--- config.mk ---
export PLATFORM = sky130hd
export DESIGN_NAME = filter_line_ctrl_5x5
export DESIGN_NICKNAME = d
export VERILOG_FILES = /design/src/rtl/filter_line_ctrl_5x5.sv
export SDC_FILE = /design/constraint.sdc
export NUM_CORES = 1
export LEC_CHECK = 0
export CORE_MARGIN = 5
export CORE_UTILIZATION = 30
export CTS_BUF_LIST = sky130_fd_sc_hd__clkbuf_4
export CTS_CLUSTER_SIZE = 8
export DETAILED_ROUTE_END_ITERATION = 8
export MAX_ROUTING_LAYER = met4
export SLEW_MARGIN = 30
export SYNTH_ARGS = -nofsm -noshare
export SYNTH_HDL_FRONTEND = slang
export SYNTH_SLANG_ARGS = --single-unit
--- constraint.sdc ---
create_clock -name clk -period 2.3 [get_ports clk]
set_input_delay 0.46 -clock clk [delete_from_list [all_inputs] [get_ports clk]]
set_output_delay 0.46 -clock clk [all_outputs]
set_load 0.02 [all_outputs]
--- src/rtl/filter_line_ctrl_5x5.sv ---
// Purpose : line-buffer sequencer for the 5x5 window align stage (write/read enables, addresses, row index).
// Latency : pixel at cycle N -> memory enables/address/data at N+1 -> window valid/coordinates at N+2.
// Backpressure: none; the pixel stream is accepted unconditionally every cycle.
//
// Ports:
//   clk, rstn                 clock, asynchronous active-low reset
//   i_vsync, i_de             frame-start pulse, pixel valid
//   i_y/i_u/i_v               pixel components
//   o_y/o_u/o_v               components delayed one cycle (memory write data)
//   o_mem_*_wen/_ren          one-hot write / read enables per line memory
//   o_mem_waddr/o_mem_raddr   shared column address
//   o_row_sel                 Y memory holding the oldest window row
//   o_valid, o_x, o_y_cnt     window-valid strobe and its column/newest-line coordinates
//   o_err_overrun             sticky: pixels arrived after the last active line
module filter_line_ctrl_5x5 #(
  parameter int DATA_WIDTH     = 8,
  parameter int MEM_Y_WIDTH    = 4,
  parameter int MEM_U_WIDTH    = 2,
  parameter int MEM_V_WIDTH    = 2,
  parameter int MEM_ADDR_WIDTH = 11,
  parameter int H_ACTIVE       = 1920,
  parameter int V_ACTIVE       = 1080
) (
  input  logic                      clk,
  input  logic                      rstn,
  input  logic                      i_vsync,
  input  logic                      i_de,
  input  logic [DATA_WIDTH-1:0]     i_y,
  input  logic [DATA_WIDTH-1:0]     i_u,
  input  logic [DATA_WIDTH-1:0]     i_v,
  output logic [DATA_WIDTH-1:0]     o_y,
  output logic [DATA_WIDTH-1:0]     o_u,
  output logic [DATA_WIDTH-1:0]     o_v,
  output logic [MEM_Y_WIDTH-1:0]    o_mem_y_wen,
  output logic [MEM_Y_WIDTH-1:0]    o_mem_y_ren,
  output logic [MEM_U_WIDTH-1:0]    o_mem_u_wen,
  output logic [MEM_U_WIDTH-1:0]    o_mem_u_ren,
  output logic [MEM_V_WIDTH-1:0]    o_mem_v_wen,
  output logic [MEM_V_WIDTH-1:0]    o_mem_v_ren,
  output logic [MEM_ADDR_WIDTH-1:0] o_mem_waddr,
  output logic [MEM_ADDR_WIDTH-1:0] o_mem_raddr,
  output logic [1:0]                o_row_sel,
  output logic                      o_valid,
  output logic [MEM_ADDR_WIDTH-1:0] o_x,
  output logic [10:0]               o_y_cnt,
  output logic                      o_err_overrun
);

  logic [MEM_ADDR_WIDTH-1:0] col;
  logic [10:0]               line;
  logic [1:0]                wline;
  logic                      cline;

  // Frame-start clear wins over a coincident pixel: the "effective" counters
  // are what the current pixel (if any) is written with.
  logic [MEM_ADDR_WIDTH-1:0] e_col;
  logic [10:0]               e_line;
  logic [1:0]                e_wline;
  logic                      e_cline;
  logic                      pix_ok;
  logic                      last_col;

  always_comb begin
    e_col    = i_vsync ? '0   : col;
    e_line   = i_vsync ? '0   : line;
    e_wline  = i_vsync ? 2'd0 : wline;
    e_cline  = i_vsync ? 1'b0 : cline;
    pix_ok   = i_de && (e_line < 11'(V_ACTIVE));
    last_col = (e_col == MEM_ADDR_WIDTH'(H_ACTIVE - 1));
  end

  // Counters. Overrun pixels do not advance anything, so the line counter
  // stays parked at V_ACTIVE until the next frame start.
  always_ff @(posedge clk or negedge rstn) begin
    if (!rstn) begin
      col   <= '0;
      line  <= '0;
      wline <= 2'd0;
      cline <= 1'b0;
    end else if (pix_ok && last_col) begin
      col   <= '0;
      line  <= e_line + 11'd1;
      wline <= (e_wline == 2'(MEM_Y_WIDTH - 1)) ? 2'd0 : e_wline + 2'd1;
      cline <= ~e_cline;
    end else if (pix_ok) begin
      col   <= e_col + MEM_ADDR_WIDTH'(1);
      line  <= e_line;
      wline <= e_wline;
      cline <= e_cline;
    end else begin
      col   <= e_col;
      line  <= e_line;
      wline <= e_wline;
      cline <= e_cline;
    end
  end

  always_ff @(posedge clk or negedge rstn) begin
    if (!rstn)                             o_err_overrun <= 1'b0;
    else if (i_vsync)                      o_err_overrun <= i_de && !pix_ok;
    else if (i_de && !pix_ok)              o_err_overrun <= 1'b1;
  end

  // Control stage: enables, address and write data, one cycle after the pixel.
  logic                      c_de;
  logic [MEM_ADDR_WIDTH-1:0] c_col;
  logic [10:0]               c_line;
  logic [1:0]                c_wline;

  always_ff @(posedge clk or negedge rstn) begin
    if (!rstn) begin
      c_de        <= 1'b0;
      c_col       <= '0;
      c_line      <= '0;
      c_wline     <= 2'd0;
      o_y         <= '0;
      o_u         <= '0;
      o_v         <= '0;
      o_mem_y_wen <= '0;
      o_mem_y_ren <= '0;
      o_mem_u_wen <= '0;
      o_mem_u_ren <= '0;
      o_mem_v_wen <= '0;
      o_mem_v_ren <= '0;
      o_mem_waddr <= '0;
      o_mem_raddr <= '0;
    end else begin
      c_de        <= pix_ok;
      c_col       <= e_col;
      c_line      <= e_line;
      c_wline     <= e_wline;
      o_y         <= i_y;
      o_u         <= i_u;
      o_v         <= i_v;
      // Read-first memories: reading the line being overwritten yields the
      // oldest Y row (y-4) and chroma row y-2, i.e. the window centre.
      o_mem_y_wen <= pix_ok ? (MEM_Y_WIDTH'(1) << e_wline) : '0;
      o_mem_y_ren <= pix_ok ? '1 : '0;
      o_mem_u_wen <= pix_ok ? (MEM_U_WIDTH'(1) << e_cline) : '0;
      o_mem_u_ren <= pix_ok ? (MEM_U_WIDTH'(1) << e_cline) : '0;
      o_mem_v_wen <= pix_ok ? (MEM_V_WIDTH'(1) << e_cline) : '0;
      o_mem_v_ren <= pix_ok ? (MEM_V_WIDTH'(1) << e_cline) : '0;
      o_mem_waddr <= e_col;
      o_mem_raddr <= e_col;
    end
  end

  // Window stage: aligned with the registered memory read data.
  always_ff @(posedge clk or negedge rstn) begin
    if (!rstn) begin
      o_valid   <= 1'b0;
      o_x       <= '0;
      o_y_cnt   <= '0;
      o_row_sel <= 2'd0;
    end else begin
      o_valid   <= c_de && (c_line >= 11'd4);
      o_x       <= c_col;
      o_y_cnt   <= c_line;
      o_row_sel <= c_wline;
    end
  end

endmodule

==> impl_metrics.ini <==
[run_status]
status = completed

[logic_synthesis]
synth_nets = 289
synth_commonest_cells = dfrtp_1 (106), buf_4 (21), nor2b_1 (17), xnor2_1 (14), nand4_1 (10)
syn_inst = 255
ys_types = 37
synth_top_area_cell = dfrtp_1
synth.top_cell.area_share_pct = 71.0
ys.flop_type = dfrtp_1
yosysSeqAreaShare_pct = 71.0
synth_area_um2 = 3740
synth.area.top_cells = dfrtp_1 (71%), buf_4 (4.2%), xnor2_1 (3.3%)
ys_async_sr_fraction_pct = 100
ys_warn_count = 0
synth_edf_count = 0
synth.most_common_cell = dfrtp_1
postSynthAreaPerCell_um2 = 14.7
ys_seq_elements = 106

[worst_hold_path]
hp-class = in -> async

[sta]
slew_headroom_pct = 54.7
rsz0062_at_grt = no
worst_pin_slew_ns = 0.680
setup_violations = 0
hold_violations = 0
holdWs_ns = 0.0251
finalCritPeriodShare_pct = 92.5
fmax_ghz = 0.470
setup_ws_ns = 0.172
fin_worst_skew_ns = 0.0176
finalCriticalPeriod_ns = 2.13
finalMaxSlewViolations = 0

[placed_design]
post-place-cells = 542
place_ws_ns = -0.319
globalplace.congestion = 0.765
portBuffers = 115
dp_hpwl_mm = 5.71
postPlaceCellArea_um2 = 5180

[cells_and_area]
diodes = 0
area_growth_pct = 43.1
fin_area_um2 = 5350
drive_gt1_share_pct = 14.9
fillers = 1110
seq_area_um2 = 2650
final_nets = 419
multi_input_area_um2 = 873
stdcell_count = 558

[setup_path]
arrival_ns = 2.50
cp_slowest_cell = clkdlybuf4s50_1
end_kind = register
crit_start = i_vsync
path_max_fanout = 11
required_ns = 2.67
critPathBufInv = 3
path_cells = clkdlybuf4s50_1, nand2b_1, inv_1, ha_1, and4b_1, nand4_1, nor3_4, buf_12, mux2_2
start_kind = input port
cp_slowest_stage_delay_ns = 0.47
rr_startpoint = col[1]$_DFF_PN0_
worst-setup-path-type = in -> reg
crit_family = simple AND/OR/NAND/NOR gates

[clocking]
cts_buffers = 9
cts_setup_buffers = 0
cts-resized-gates = 0
htreeDepth = 3
cts_tree = built
root_buffer = clkbuf_4
worstSkewPairLatency_ns = 0.46
path_clk_slew_ns = 0.16
clock-sinks = 106
hold_buffers = 0
clk_path_buf_depth = 2

[grt]
grt.total_usage_pct = 11.1
grt_max_degree = 53
grt_overflow_total = 0
antenna_found_initial = 0
grt_pass1_vias = 2416
grt_pass1_wl_mm = 12.4

[power_and_ir_drop]
p_leak_nw = 2.53
power_mw = 3.25
peakVddDrop_v = 0.000229
powerDensity_nw_per_um2 = 607

[route]
wl_mm = 7.59
route.detailed.drc = 0
wire_per_inst_um = 13.6
first_iter_violations = 170
avgViaCountPerCell = 4.18
vias = 2330
drt_pass1_iterations = 4
ant_nets = 0

[die]
dieArea_um2 = 14800
die_h_um = 122
core_um2 = 12100
std_cell_rows = 40
ioPinCount = 116
die_w_um = 122
start_util_pct = 30.9

[run]
cap_violations = 0
-- placed cells by master, fill, tap and decap left out, types with 3 or more instances in the layout --
cell type / n
a31oi_1: 3
and2_1: 9
and2b_1: 5
and3_1: 3
and4b_1: 4
buf_12: 4
buf_4: 27
clkbuf_4: 10
clkdlybuf4s50_1: 114
dfrtp_1: 106
ha_1: 6
inv_1: 5
inv_6: 3
nand2_1: 5
nand2b_1: 6
nand3_1: 4
nand4_1: 10
nor2_1: 6
nor2b_1: 17
nor3_1: 3
o21ai_0: 3
xnor2_1: 14
-- worst paths after layout --
path                                     endpoint  slack (ns)  cells after the start
setup / recovery                line[1]$_DFF_PN0_        0.17                      9
hold / removal                   o_x[1]$_DFF_PN0_        0.03                      1
setup reg to reg                line[1]$_DFF_PN0_        0.25                      7
hold reg to reg            o_row_sel[1]$_DFF_PN0_        0.37                      0
max in group asynchronous      wline[0]$_DFF_PN0_        1.67                      2
min in group clk           o_row_sel[1]$_DFF_PN0_        0.37                      0
-- power by group --
part	switching (mW)	leakage, nW	total [mW]	internal (mW)
Sequential	0.0149	1.41	1.91	1.90
Combinational	0.129	1.02	0.260	0.131
Clock	0.609	0.0920	1.08	0.468
Total	0.753	2.53	3.25	2.50
-- final cells by class --
class,instances,share of cell area (%)
clock inverter,6,1.78
multi-input combinational,118,16.3
timing repair buffer,145,26.6
inverter,5,0.351
sequential,106,49.6
clock buffer,10,1.40
tap,168,3.93
-- through the flow --
stage	utilization [%]	TNS [ns]
finish	44.2	0
CTS	44.2	0
global route	44.2	0
floorplan	-	0
detailed placement	42.8	-4.41
global placement	42.8	-2.91
-- cells by family (layout without fill, tap and decap cells) --
kind of cell / Yosys count / in the layout / share of synthesized area (%)
multiplexers: 3 / 3 / 0.870
XOR/XNOR: 17 / 17 / 4.39
buffers and inverters: 31 / 166 / 5.66
AND/OR/NAND/NOR: 81 / 81 / 14.2
adder cells (fa/ha/maj): 6 / 6 / 2.01
AO/OA/AOI/OAI: 11 / 11 / 1.91
flip-flops: 106 / 106 / 71.0
-- sequential cells by signal (all words and copies together) (netlist names), 8 cells and up --
register,cells
o_x,11
o_v,8
c_line,11
o_y,8
col,11
c_col,11
line,11
o_u,8
o_y_cnt,11
-- per-layer routing --
metal / up-vias / global-route usage (%) / share of wire, %
li1: 1088 / - / -
met1: 1136 / 13.9 / 45
met2: 96 / 16.8 / 46
met3: 10 / 2.92 / 6.9
met4: 0 / 5.46 / 2.1
met5: - / - / 0
Power figures use the tool's default switching activity.
